$ cat config.mk
export PLATFORM = sky130hd
export DESIGN_NAME = register_file_sb_flat
export DESIGN_NICKNAME = d
export VERILOG_FILES = /design/src/rtl/regfile_pkg.sv /design/src/rtl/register_file_sb_if.sv /design/src/rtl/regfile_scoreboard.sv /design/src/rtl/register_file_sb.sv /design/src/flat_wrapper.sv
export SDC_FILE = /design/constraint.sdc
export NUM_CORES = 2
export LEC_CHECK = 0
export BUFFER_PORTS_ARGS = -buffer_cell sky130_fd_sc_hd__buf_2
export CORE_ASPECT_RATIO = 1.25
export CORE_MARGIN = 5
export CORE_UTILIZATION = 58
export CTS_CLUSTER_SIZE = 16
export DETAILED_ROUTE_END_ITERATION = 12
export GPL_ROUTABILITY_DRIVEN = 0
export PLACE_DENSITY_LB_ADDON = 0.25
export SKIP_CTS_REPAIR_TIMING = 1
export SLEW_MARGIN = 20
export SYNTH_ARGS = -nofsm -noshare
export SYNTH_HDL_FRONTEND = slang
export SYNTH_SLANG_ARGS = --single-unit
$ cat constraint.sdc
create_clock -name clk -period 39.5 [get_ports clk]
set_clock_uncertainty 0.05 [all_clocks]
set_input_delay 1.975 -clock clk [delete_from_list [all_inputs] [get_ports clk]]
set_output_delay 1.975 -clock clk [all_outputs]
set_load 0.02 [all_outputs]
$ cat src/rtl/regfile_pkg.sv
// ---------------------------------------------------------------------------
// regfile_pkg
// Shared definitions for the register file with busy scoreboard: default
// geometry, the hard-wired zero register address, and word/address types
// sized for the default geometry.
// ---------------------------------------------------------------------------
package regfile_pkg;

  localparam int N_BITS_DEF = 32;
  localparam int ADDR_W_DEF = 5;
  localparam int REG_ZERO   = 0;

  typedef logic [N_BITS_DEF-1:0] reg_word_t;
  typedef logic [ADDR_W_DEF-1:0] reg_addr_t;

endpackage

$ cat src/rtl/register_file_sb_if.sv
// ---------------------------------------------------------------------------
// register_file_sb_if
// Bundles the write-back, read-operand and scoreboard signals of the
// register file.
//   master : decode / write-back side (drives addresses, data, busy set)
//   slave  : the register file (drives read data, busy flags, conflict)
// ---------------------------------------------------------------------------
interface register_file_sb_if
  import regfile_pkg::*;
#(
  parameter int N_bits = N_BITS_DEF,
  parameter int ADDR_W = ADDR_W_DEF
);

  logic              Reg_Write_i;
  logic [ADDR_W-1:0] Write_Register_i;
  logic [N_bits-1:0] Write_Data_i;
  logic [ADDR_W-1:0] Read_Register_1_i;
  logic [ADDR_W-1:0] Read_Register_2_i;
  logic [N_bits-1:0] Read_Data_1_o;
  logic [N_bits-1:0] Read_Data_2_o;
  logic              Busy_Set_i;
  logic [ADDR_W-1:0] Busy_Register_i;
  logic              Read_Busy_1_o;
  logic              Read_Busy_2_o;
  logic              Busy_Conflict_o;

  modport master (
    output Reg_Write_i, Write_Register_i, Write_Data_i,
    output Read_Register_1_i, Read_Register_2_i,
    output Busy_Set_i, Busy_Register_i,
    input  Read_Data_1_o, Read_Data_2_o,
    input  Read_Busy_1_o, Read_Busy_2_o, Busy_Conflict_o
  );

  modport slave (
    input  Reg_Write_i, Write_Register_i, Write_Data_i,
    input  Read_Register_1_i, Read_Register_2_i,
    input  Busy_Set_i, Busy_Register_i,
    output Read_Data_1_o, Read_Data_2_o,
    output Read_Busy_1_o, Read_Busy_2_o, Busy_Conflict_o
  );

endinterface

$ cat src/rtl/regfile_scoreboard.sv
// ---------------------------------------------------------------------------
// regfile_scoreboard
// One busy bit per register plus a sticky conflict flag.
//   clk, reset          : clock, asynchronous active-high reset
//   i_set, i_set_addr   : mark a register as pending a write
//   i_clr, i_clr_addr   : write-back retiring a register
//   i_rd_addr_1/2       : read-port addresses
//   o_busy_1/2          : raw busy bits of the read-port addresses
//   o_conflict          : set when a busy register is marked again, sticky
// ---------------------------------------------------------------------------
module regfile_scoreboard
  import regfile_pkg::*;
#(
  parameter int ADDR_W   = ADDR_W_DEF,
  parameter int ZERO_REG = 1
) (
  input  logic              clk,
  input  logic              reset,
  input  logic              i_set,
  input  logic [ADDR_W-1:0] i_set_addr,
  input  logic              i_clr,
  input  logic [ADDR_W-1:0] i_clr_addr,
  input  logic [ADDR_W-1:0] i_rd_addr_1,
  input  logic [ADDR_W-1:0] i_rd_addr_2,
  output logic              o_busy_1,
  output logic              o_busy_2,
  output logic              o_conflict
);

  localparam int                DEPTH     = 2 ** ADDR_W;
  localparam logic [ADDR_W-1:0] ZERO_ADDR = ADDR_W'(REG_ZERO);

  logic [DEPTH-1:0] r_busy;
  logic             r_conflict;
  logic             w_set_ok;
  logic             w_clr_same;

  // The zero register is never a write target, so it can never go busy.
  assign w_set_ok   = i_set && !((ZERO_REG != 0) && (i_set_addr == ZERO_ADDR));
  assign w_clr_same = i_clr && (i_clr_addr == i_set_addr);

  always_ff @(posedge clk or posedge reset) begin
    if (reset) begin
      r_busy     <= '0;
      r_conflict <= 1'b0;
    end else begin
      if (i_clr) r_busy[i_clr_addr] <= 1'b0;
      // NOTE: with non-blocking assignments the last one to the same bit wins,
      // so placing the set after the clear gives the new producer priority.
      if (w_set_ok) r_busy[i_set_addr] <= 1'b1;
      if (w_set_ok && r_busy[i_set_addr] && !w_clr_same) r_conflict <= 1'b1;
    end
  end

  assign o_busy_1   = r_busy[i_rd_addr_1];
  assign o_busy_2   = r_busy[i_rd_addr_2];
  assign o_conflict = r_conflict;

endmodule

$ cat src/rtl/register_file_sb.sv
// ---------------------------------------------------------------------------
// register_file_sb
// 2-read / 1-write register file for the decode stage, with optional
// hard-wired zero register, optional same-cycle write-to-read bypass and a
// per-register busy scoreboard for long-latency producers.
//   clk   : rising-edge clock
//   reset : asynchronous reset, active high
//   bus   : register_file_sb_if.slave (write port, two read ports, busy set,
//           busy flags per read port, sticky conflict flag)
// ---------------------------------------------------------------------------
module register_file_sb
  import regfile_pkg::*;
#(
  parameter int N_bits   = N_BITS_DEF,
  parameter int ADDR_W   = ADDR_W_DEF,
  parameter int ZERO_REG = 1,
  parameter int BYPASS   = 1
) (
  input  logic               clk,
  input  logic               reset,
  register_file_sb_if.slave  bus
);

  localparam int                DEPTH     = 2 ** ADDR_W;
  localparam logic [ADDR_W-1:0] ZERO_ADDR = ADDR_W'(REG_ZERO);

  logic [N_bits-1:0] r_mem [DEPTH];

  logic              w_we;
  logic              w_wr_ok;
  logic [ADDR_W-1:0] w_ra    [2];
  logic [1:0]        w_raw_busy;
  logic [N_bits-1:0] w_rdata [2];
  logic [1:0]        w_rbusy;

  // A write seen while reset is held must neither land nor be forwarded.
  assign w_we    = bus.Reg_Write_i & ~reset;
  assign w_wr_ok = w_we && !((ZERO_REG != 0) && (bus.Write_Register_i == ZERO_ADDR));

  always_ff @(posedge clk or posedge reset) begin
    if (reset) begin
      // NOTE: the array is reset because reads of never-written registers
      // must return 0; this keeps it out of plain RAM macros.
      for (int i = 0; i < DEPTH; i++) r_mem[i] <= '0;
    end else if (w_wr_ok) begin
      r_mem[bus.Write_Register_i] <= bus.Write_Data_i;
    end
  end

  regfile_scoreboard #(
    .ADDR_W   (ADDR_W),
    .ZERO_REG (ZERO_REG)
  ) u_scoreboard (
    .clk         (clk),
    .reset       (reset),
    .i_set       (bus.Busy_Set_i),
    .i_set_addr  (bus.Busy_Register_i),
    .i_clr       (w_we),
    .i_clr_addr  (bus.Write_Register_i),
    .i_rd_addr_1 (bus.Read_Register_1_i),
    .i_rd_addr_2 (bus.Read_Register_2_i),
    .o_busy_1    (w_raw_busy[0]),
    .o_busy_2    (w_raw_busy[1]),
    .o_conflict  (bus.Busy_Conflict_o)
  );

  assign w_ra[0] = bus.Read_Register_1_i;
  assign w_ra[1] = bus.Read_Register_2_i;

  // Zero register masking takes priority over the bypass; a forwarded
  // operand is never reported busy because its data is already here.
  always_comb begin
    for (int p = 0; p < 2; p++) begin
      // NOTE: defaults first so every path assigns both outputs (no latch).
      w_rdata[p] = r_mem[w_ra[p]];
      w_rbusy[p] = w_raw_busy[p];
      if ((ZERO_REG != 0) && (w_ra[p] == ZERO_ADDR)) begin
        w_rdata[p] = '0;
        w_rbusy[p] = 1'b0;
      end else if ((BYPASS != 0) && w_we && (bus.Write_Register_i == w_ra[p])) begin
        w_rdata[p] = bus.Write_Data_i;
        w_rbusy[p] = 1'b0;
      end
    end
  end

  assign bus.Read_Data_1_o = w_rdata[0];
  assign bus.Read_Data_2_o = w_rdata[1];
  assign bus.Read_Busy_1_o = w_rbusy[0];
  assign bus.Read_Busy_2_o = w_rbusy[1];

endmodule

$ cat src/flat_wrapper.sv
// flat-port wrapper written by rule: the top's interface ports become plain ports
module register_file_sb_flat import regfile_pkg::*;
#(
  parameter int N_bits   = N_BITS_DEF,
  parameter int ADDR_W   = ADDR_W_DEF,
  parameter int ZERO_REG = 1,
  parameter int BYPASS   = 1
)
  (clk, reset, bus_Reg_Write_i, bus_Write_Register_i, bus_Write_Data_i, bus_Read_Register_1_i, bus_Read_Register_2_i, bus_Busy_Set_i, bus_Busy_Register_i, bus_Read_Data_1_o, bus_Read_Data_2_o, bus_Read_Busy_1_o, bus_Read_Busy_2_o, bus_Busy_Conflict_o);
  register_file_sb_if #(.N_bits(N_bits), .ADDR_W(ADDR_W)) bus_i ();
  input  logic clk;
  input  logic reset;
  input wire logic [$bits(bus_i.Reg_Write_i)-1:0] bus_Reg_Write_i;
  input wire logic [$bits(bus_i.Write_Register_i)-1:0] bus_Write_Register_i;
  input wire logic [$bits(bus_i.Write_Data_i)-1:0] bus_Write_Data_i;
  input wire logic [$bits(bus_i.Read_Register_1_i)-1:0] bus_Read_Register_1_i;
  input wire logic [$bits(bus_i.Read_Register_2_i)-1:0] bus_Read_Register_2_i;
  input wire logic [$bits(bus_i.Busy_Set_i)-1:0] bus_Busy_Set_i;
  input wire logic [$bits(bus_i.Busy_Register_i)-1:0] bus_Busy_Register_i;
  output wire logic [$bits(bus_i.Read_Data_1_o)-1:0] bus_Read_Data_1_o;
  output wire logic [$bits(bus_i.Read_Data_2_o)-1:0] bus_Read_Data_2_o;
  output wire logic [$bits(bus_i.Read_Busy_1_o)-1:0] bus_Read_Busy_1_o;
  output wire logic [$bits(bus_i.Read_Busy_2_o)-1:0] bus_Read_Busy_2_o;
  output wire logic [$bits(bus_i.Busy_Conflict_o)-1:0] bus_Busy_Conflict_o;
  assign bus_i.Reg_Write_i = bus_Reg_Write_i;
  assign bus_i.Write_Register_i = bus_Write_Register_i;
  assign bus_i.Write_Data_i = bus_Write_Data_i;
  assign bus_i.Read_Register_1_i = bus_Read_Register_1_i;
  assign bus_i.Read_Register_2_i = bus_Read_Register_2_i;
  assign bus_i.Busy_Set_i = bus_Busy_Set_i;
  assign bus_i.Busy_Register_i = bus_Busy_Register_i;
  assign bus_Read_Data_1_o = bus_i.Read_Data_1_o;
  assign bus_Read_Data_2_o = bus_i.Read_Data_2_o;
  assign bus_Read_Busy_1_o = bus_i.Read_Busy_1_o;
  assign bus_Read_Busy_2_o = bus_i.Read_Busy_2_o;
  assign bus_Busy_Conflict_o = bus_i.Busy_Conflict_o;
  register_file_sb #(.N_bits(N_bits), .ADDR_W(ADDR_W), .ZERO_REG(ZERO_REG), .BYPASS(BYPASS)) u_core (.clk(clk), .reset(reset), .bus(bus_i));
endmodule
# --- Word level (Yosys, flattened, before mapping) ---
# Cells that the tools add are included.
classes:
  n_lt_le_gt_ge: 10
  n_eq_ne: 3
  muxes: 29
  n_bitwise: 8
  reduce_logical: 17
op_table:
  columns: ["cell", "n"]
  rows:
  - ["1024-bit bitwise mux", 1]
  - ["32-bit 2-to-1 mux", 11]
  - ["32-bit binary-select mux with 5-bit select", 2]
  - ["32-bit demux with 5-bit select", 1]
  - ["32-bit bitwise AND", 1]
  - ["32-bit inverter", 1]
  - ["32-bit OR", 1]
  - ["5-bit by 6-bit < comparator with 1-bit output (second input constant)", 4]
  - ["5-bit zero test", 4]
  - ["6-bit greater-or-equal comparator (second input constant)", 3]
  - ["5-bit inverter with 6-bit output", 3]
  - ["1-bit binary-select mux with 5-bit select", 3]
  - ["5-bit == test", 3]
  - ["1-bit demux with 5-bit select", 2]
  - ["5-bit by 1-bit greater-or-equal comparator with 1-bit output (second input constant)", 2]
  - ["1-bit logical AND", 10]
  - ["1-bit 2-to-1 mux", 9]
  - ["6-bit by 1-bit < comparator with 1-bit output (second input constant)", 1]
  - ["1-bit zero test", 3]
  - ["1-bit bitwise AND", 1]
  - ["1-bit inverter", 1]
totals:
  ff_bits: 1057
  output_inout_bits: 67
  elab_cells: 101

# --- Longest topological paths before layout ---
depth:
  ltp_word: 9
  mapped_depth: 10
  mapped_depth_nobuf: 6

# --- Cells and area by module ---
# Synthesis repeated with hierarchy kept, for this count alone.
hier_totals:
  hier_cells: 3968
  area_unflattened_um2: 56912.1
by_module_without_submodules:
  columns: ["mod", "n_inst", "cells_each", "area_per_inst_um2", "seq_area_each_um2"]
  rows:
  - ["register_file_sb", 1, 3765, 54702.5, 25624.6]
  - ["regfile_scoreboard", 1, 203, 2209.6, 825.8]

# --- Worst setup path before layout ---
# No wires, ideal clock.
synth_timing:
  path_type: "input port to flip-flop"
  startpoint: "input reset"
  endpoint: "register u_core.r_mem[105] (netlist bit)"
  setup_time_ns: 0.125
  arrival_ns: 27.801
  t_required_ns: 39.325
  slack_ns: 11.524
  path_stages: 7
  path_cell_list: "inv_1 -> nand2_1 -> or3_1 -> clkbuf_1 -> nor2_1 -> buf_2 -> mux2_2"
synth_via:
  elab_chain_len: 3
synth_rtl:
  columns: ["element", "line", "rtl"]
  rows:
  - ["start: declaration", "flat_wrapper.sv:12", "input logic reset;"]
  - ["1-bit inverter", "register_file_sb.sv:37", "assign w_we = bus.Reg_Write_i & ~reset;"]
  - ["1-bit bitwise AND", "register_file_sb.sv:37", null]
  - ["1-bit logical AND", "register_file_sb.sv:38", "assign w_wr_ok = w_we && !((ZERO_REG != 0) && (bus.Write_Register_i == ZERO_ADDR));"]
  - ["end signal: indexed assignment", "register_file_sb.sv:46", "r_mem[bus.Write_Register_i] <= bus.Write_Data_i;"]
  - ["end: declaration", "register_file_sb.sv:27", "logic [N_bits-1:0] r_mem [DEPTH];"]
# No other way between the ends.
# A chain may end at the register's enable or synchronous reset.

# --- Final worst setup path ---
layout_timing:
  startpoint: "input bus_Read_Register_2_i[1]"
  endpoint: "output bus_Read_Data_2_o[30]"
layout_via:
  elab_chain_len: 6
  word_cells_on_any_way: 9
  cone_classes: "1 x eq/ne; 5 x mux; 1 x bitwise; 2 x reduce/logical"
layout_rtl:
  columns: ["element", "line", "rtl"]
  rows:
  - ["start: declaration", "flat_wrapper.sv:17", "input wire logic [$bits(bus_i.Read_Register_2_i)-1:0] bus_Read_Register_2_i;"]
  - ["5-bit inverter with 6-bit output (implied by the code)", "register_file_sb.sv:75", "w_rdata[p] = r_mem[w_ra[p]];"]
  - ["32-bit binary-select mux with 5-bit select", "register_file_sb.sv:75", null]
  - ["32-bit 2-to-1 mux (implied by the code) (2 in a row)", "register_file_sb.sv:75", null]
  - ["32-bit 2-to-1 mux", "register_file_sb.sv:80", "end else if ((BYPASS != 0) && w_we && (bus.Write_Register_i == w_ra[p])) begin"]
  - ["32-bit 2-to-1 mux *", "register_file_sb.sv:77", "if ((ZERO_REG != 0) && (w_ra[p] == ZERO_ADDR)) begin"]
  - ["end: declaration", "flat_wrapper.sv:21", "output wire logic [$bits(bus_i.Read_Data_2_o)-1:0] bus_Read_Data_2_o;"]
# Every way passes the cells marked *; elsewhere a longest branch is shown, timed or not. The select of a mux whose other input is x is not followed.

==> impl_metrics.sql <==
INSERT INTO impl_metrics (metric_group, metric, value, unit) VALUES
('flow_run', 'maxCapViolations', '0', ''),
('clocking', 'clock-sinks', '1057', ''),
('synth', 'synth.cells.most_frequent', 'dfrtp_1 (1057), mux2_2 (1047), mux4_2 (443), clkbuf_1 (225), mux2i_1 (157)', ''),
('drt', 'top_layer', 'met5', ''),
('synth', 'syn-instance-count', '3992', ''),
('die', 'core_area', '97500', 'um^2'),
('synth', 'ys_async_sr_fraction', '100', '%'),
('finish', 'finish.net_count', '3920', ''),
('clocking', 'worst_case_clock_buffer_depth', '3', ''),
('grt', 'antenna_found_initial', '14', ''),
('synth', 'synth_flop_cell', 'dfrtp_1', ''),
('run_status', 'status', 'complete, no violations', ''),
('synth', 'synth_sequential_area_ratio', '46.4', '%'),
('sta', 'totalNegativeSetupSlack', '0', 'ns'),
('grt', 'all_layer_global_routing_usage', '35.1', '%'),
('drt', 'detail_route.drc_violations', '0', ''),
('grt', 'grt_start_max_net_pins', '167', ''),
('placed_design', 'place.detailed.hpwl', '105000', 'um'),
('sta', 'tightestPinTransition', '1.25', 'ns'),
('clocking', 'htree_num_levels', '3', ''),
('drt', 'routed-wl-met2', '85200', 'um'),
('worst_hold_path', 'timing.hold.worst.class', 'reg2reg', ''),
('synth', 'yosysTopAreaCell', 'dfrtp_1', ''),
('drt', 'postRouteWirelength', '186000', 'um'),
('synth', 'synthesis.area_per_instance', '14.3', 'um^2'),
('die', 'io_pins', '123', ''),
('clocking', 'tritoncts.num_buffers', '108', ''),
('synth', 'largest_family_of_logic_cells_by_synthesized_area', 'multiplexers', ''),
('drt', 'met1Wirelength', '69400', 'um'),
('critical_path', 'cp_slowest_cell', 'buf_4', ''),
('sta', 'timing.final.hold_violations', '0', ''),
('synth', 'yosys.area.top_type_share', '46.4', '%'),
('critical_path', 'timing.critical_path.mode_cell', 'buf_4', ''),
('finish', 'seqCellArea', '26500', 'um^2'),
('sta', 'timing.fmax', '111', 'MHz'),
('pwr', 'p_leak', '27.6', 'nW'),
('placed_design', 'port_buf_inserts', '122', ''),
('critical_path', 'critical_path.max_fanout', '74', ''),
('finish', 'fill_cells', '7204', ''),
('die', 'die_w', '290', 'um'),
('critical_path', 'critPathLaunchType', 'input port', ''),
('synth', 'synth_cell_types', '55', ''),
('finish', 'area_delta_synth_final', '8.35', '%'),
('clocking', 'cts_tree', 'done', ''),
('synth', 'synth_mux_area_share', '41.0', '%'),
('pwr', 'power_per_cell_area', '46.8', 'nW/um^2'),
('critical_path', 'cp-end-kind', 'output pin', ''),
('sta', 'grt_setup_unrepaired', 'no', ''),
('die', 'rows', '128', ''),
('drt', 'initialDrtViolationCount', '4535', ''),
('sta', 'setup_viol_count_final', '0', ''),
('finish', 'multiInputGateArea', '28500', 'um^2'),
('clocking', 'clk_latency', '0.70', 'ns'),
('drt', 'wl_per_cell', '35.4', 'um'),
('critical_path', 'worst-setup-path-type', 'in2out', ''),
('synth', 'synth_compound_area_share', '5.32', '%'),
('pwr', 'vdd.ir_drop.worst', '38.8', 'uV'),
('grt', 'grt_pass1_vias', '39500', ''),
('grt', 'grt_pass1_wl', '274000', 'um'),
('drt', 'antenna_left', '0', ''),
('synth', 'synth-seq-cells', '1057', ''),
('sta', 'final.period_utilization', '22.7', '%'),
('sta', 'slew_headroom', '16.2', '%'),
('critical_path', 'worst_ep_required_time', '37.47', 'ns'),
('critical_path', 'worst-endpoint-arrival', '6.95', 'ns'),
('drt', 'dr_total_vias', '38900', ''),
('finish', 'post_route_cells_drive_above_1_share', '48.8', '%'),
('die', 'fp.dieH', '360', 'um'),
('synth', 'postSynthNetCount', '4048', ''),
('synth', 'post_synth_fa_ha_maj_area_fraction', '0', '%'),
('clocking', 'clockRootBuffer', 'clkbuf_16', '');
## sequential cells by signal (all words and copies together), names as in the netlist
register	cells
u_core.r_mem	1024
u_core.u_scoreboard.o_conflict	1
u_core.u_scoreboard.r_busy	32
## final timing paths
path | startpoint | end | slack (ns) | cells after the start
worst min-delay path | u_core.r_mem[1004]$_DFFE_PP0P_ | u_core.r_mem[1004]$_DFFE_PP0P_ | 0.35 | 0
worst min register to register | u_core.r_mem[1004]$_DFFE_PP0P_ | u_core.r_mem[1004]$_DFFE_PP0P_ | 0.35 | 0
max in group asynchronous | reset | u_core.r_mem[46]$_DFFE_PP0P_ | 34.83 | 5
min in group asynchronous | reset | u_core.r_mem[263]$_DFFE_PP0P_ | 1.39 | 2
worst max-delay path | bus_Read_Register_2_i[1] | bus_Read_Data_2_o[30] | 30.52 | 10
worst max register to register | u_core.u_scoreboard.r_busy[23]$_DFF_PP0_ | u_core.u_scoreboard.o_conflict$_DFFE_PP0P_ | 37.62 | 6
## kinds of logic (layout without fill, tap and decap cells)
kind of cell,after synthesis,after routing
compound gates,427,427
mux,1647,1647
xor+xnor,15,15
flops,1057,1057
buf+inv,468,425
other cells,0,10
simple gates,378,378
## through the flow
stage | utilization (%) | cell area (um^2) | cells | hold WS, ns | worst slack [ns]
finish | 63.3 | 61700 | 5259 | 0.346 | 30.52
global route | 63.3 | 61700 | 5253 | 0.361 | 30.34
CTS | 63.3 | 61700 | 5248 | 0.346 | 30.71
detailed placement | 59.5 | 58100 | 5053 | 0.333 | 30.74
global placement | 59.5 | 58100 | 5053 | 0.328 | 30.78
floorplan | - | 57000 | 3992 | 0.391 | 7.70
## worst max-delay path, delay by kind of cell
family,cells,cell delay (ns)
buffers and inverters,5,2.98
multiplexers,1,0.36
AND/OR/NAND/NOR,2,0.68
AO/OA/AOI/OAI,2,0.82
## final cells by class
| class | instances | area share [%] |
|---|---|---|
| multi-input cells | 2467 | 46.2 |
| flip-flops and latches | 1057 | 42.8 |
| clock buffers | 160 | 5.28 |
| well taps | 1300 | 2.63 |
| repair buffers | 207 | 2.25 |
| clock inverters | 35 | 0.600 |
| inverters | 23 | 0.152 |
| diodes | 10 | 0.0405 |
## placed cells by master (no fill, tap or decap), drive strengths merged, types with 6 or more instances in the layout
cell	instances
a2111oi	9
a211oi	36
a21o	6
a21oi	57
a221oi	25
a22o	33
a22oi	66
a32o	34
and2	14
buf	207
bufinv	6
clkbuf	160
clkinv	22
clkinvlp	6
dfrtp	1057
diode	10
inv	24
mux2	1047
mux2i	157
mux4	443
nand2	117
nand2b	7
nand3	52
nand3b	7
nand4	16
nor2	87
nor2b	14
nor3	22
nor3b	8
nor4	14
o21ai	55
o221ai	7
o22ai	80
xor2	12
## report_power, final
group,internal [W],switching [W]
clock network,0.000608,0.000443
logic,0.000272,0.000233
registers,0.00123,0.000107
total,0.00211,0.000783
## per-layer routing
metal,vias to the layer above,track usage [%]
li1,15100,-
met3,570,9.82
met4,4,15.2
met5,-,0
met1,20700,48.2
met2,2541,53.4
No activity file was read; power rests on OpenSTA's default activity.
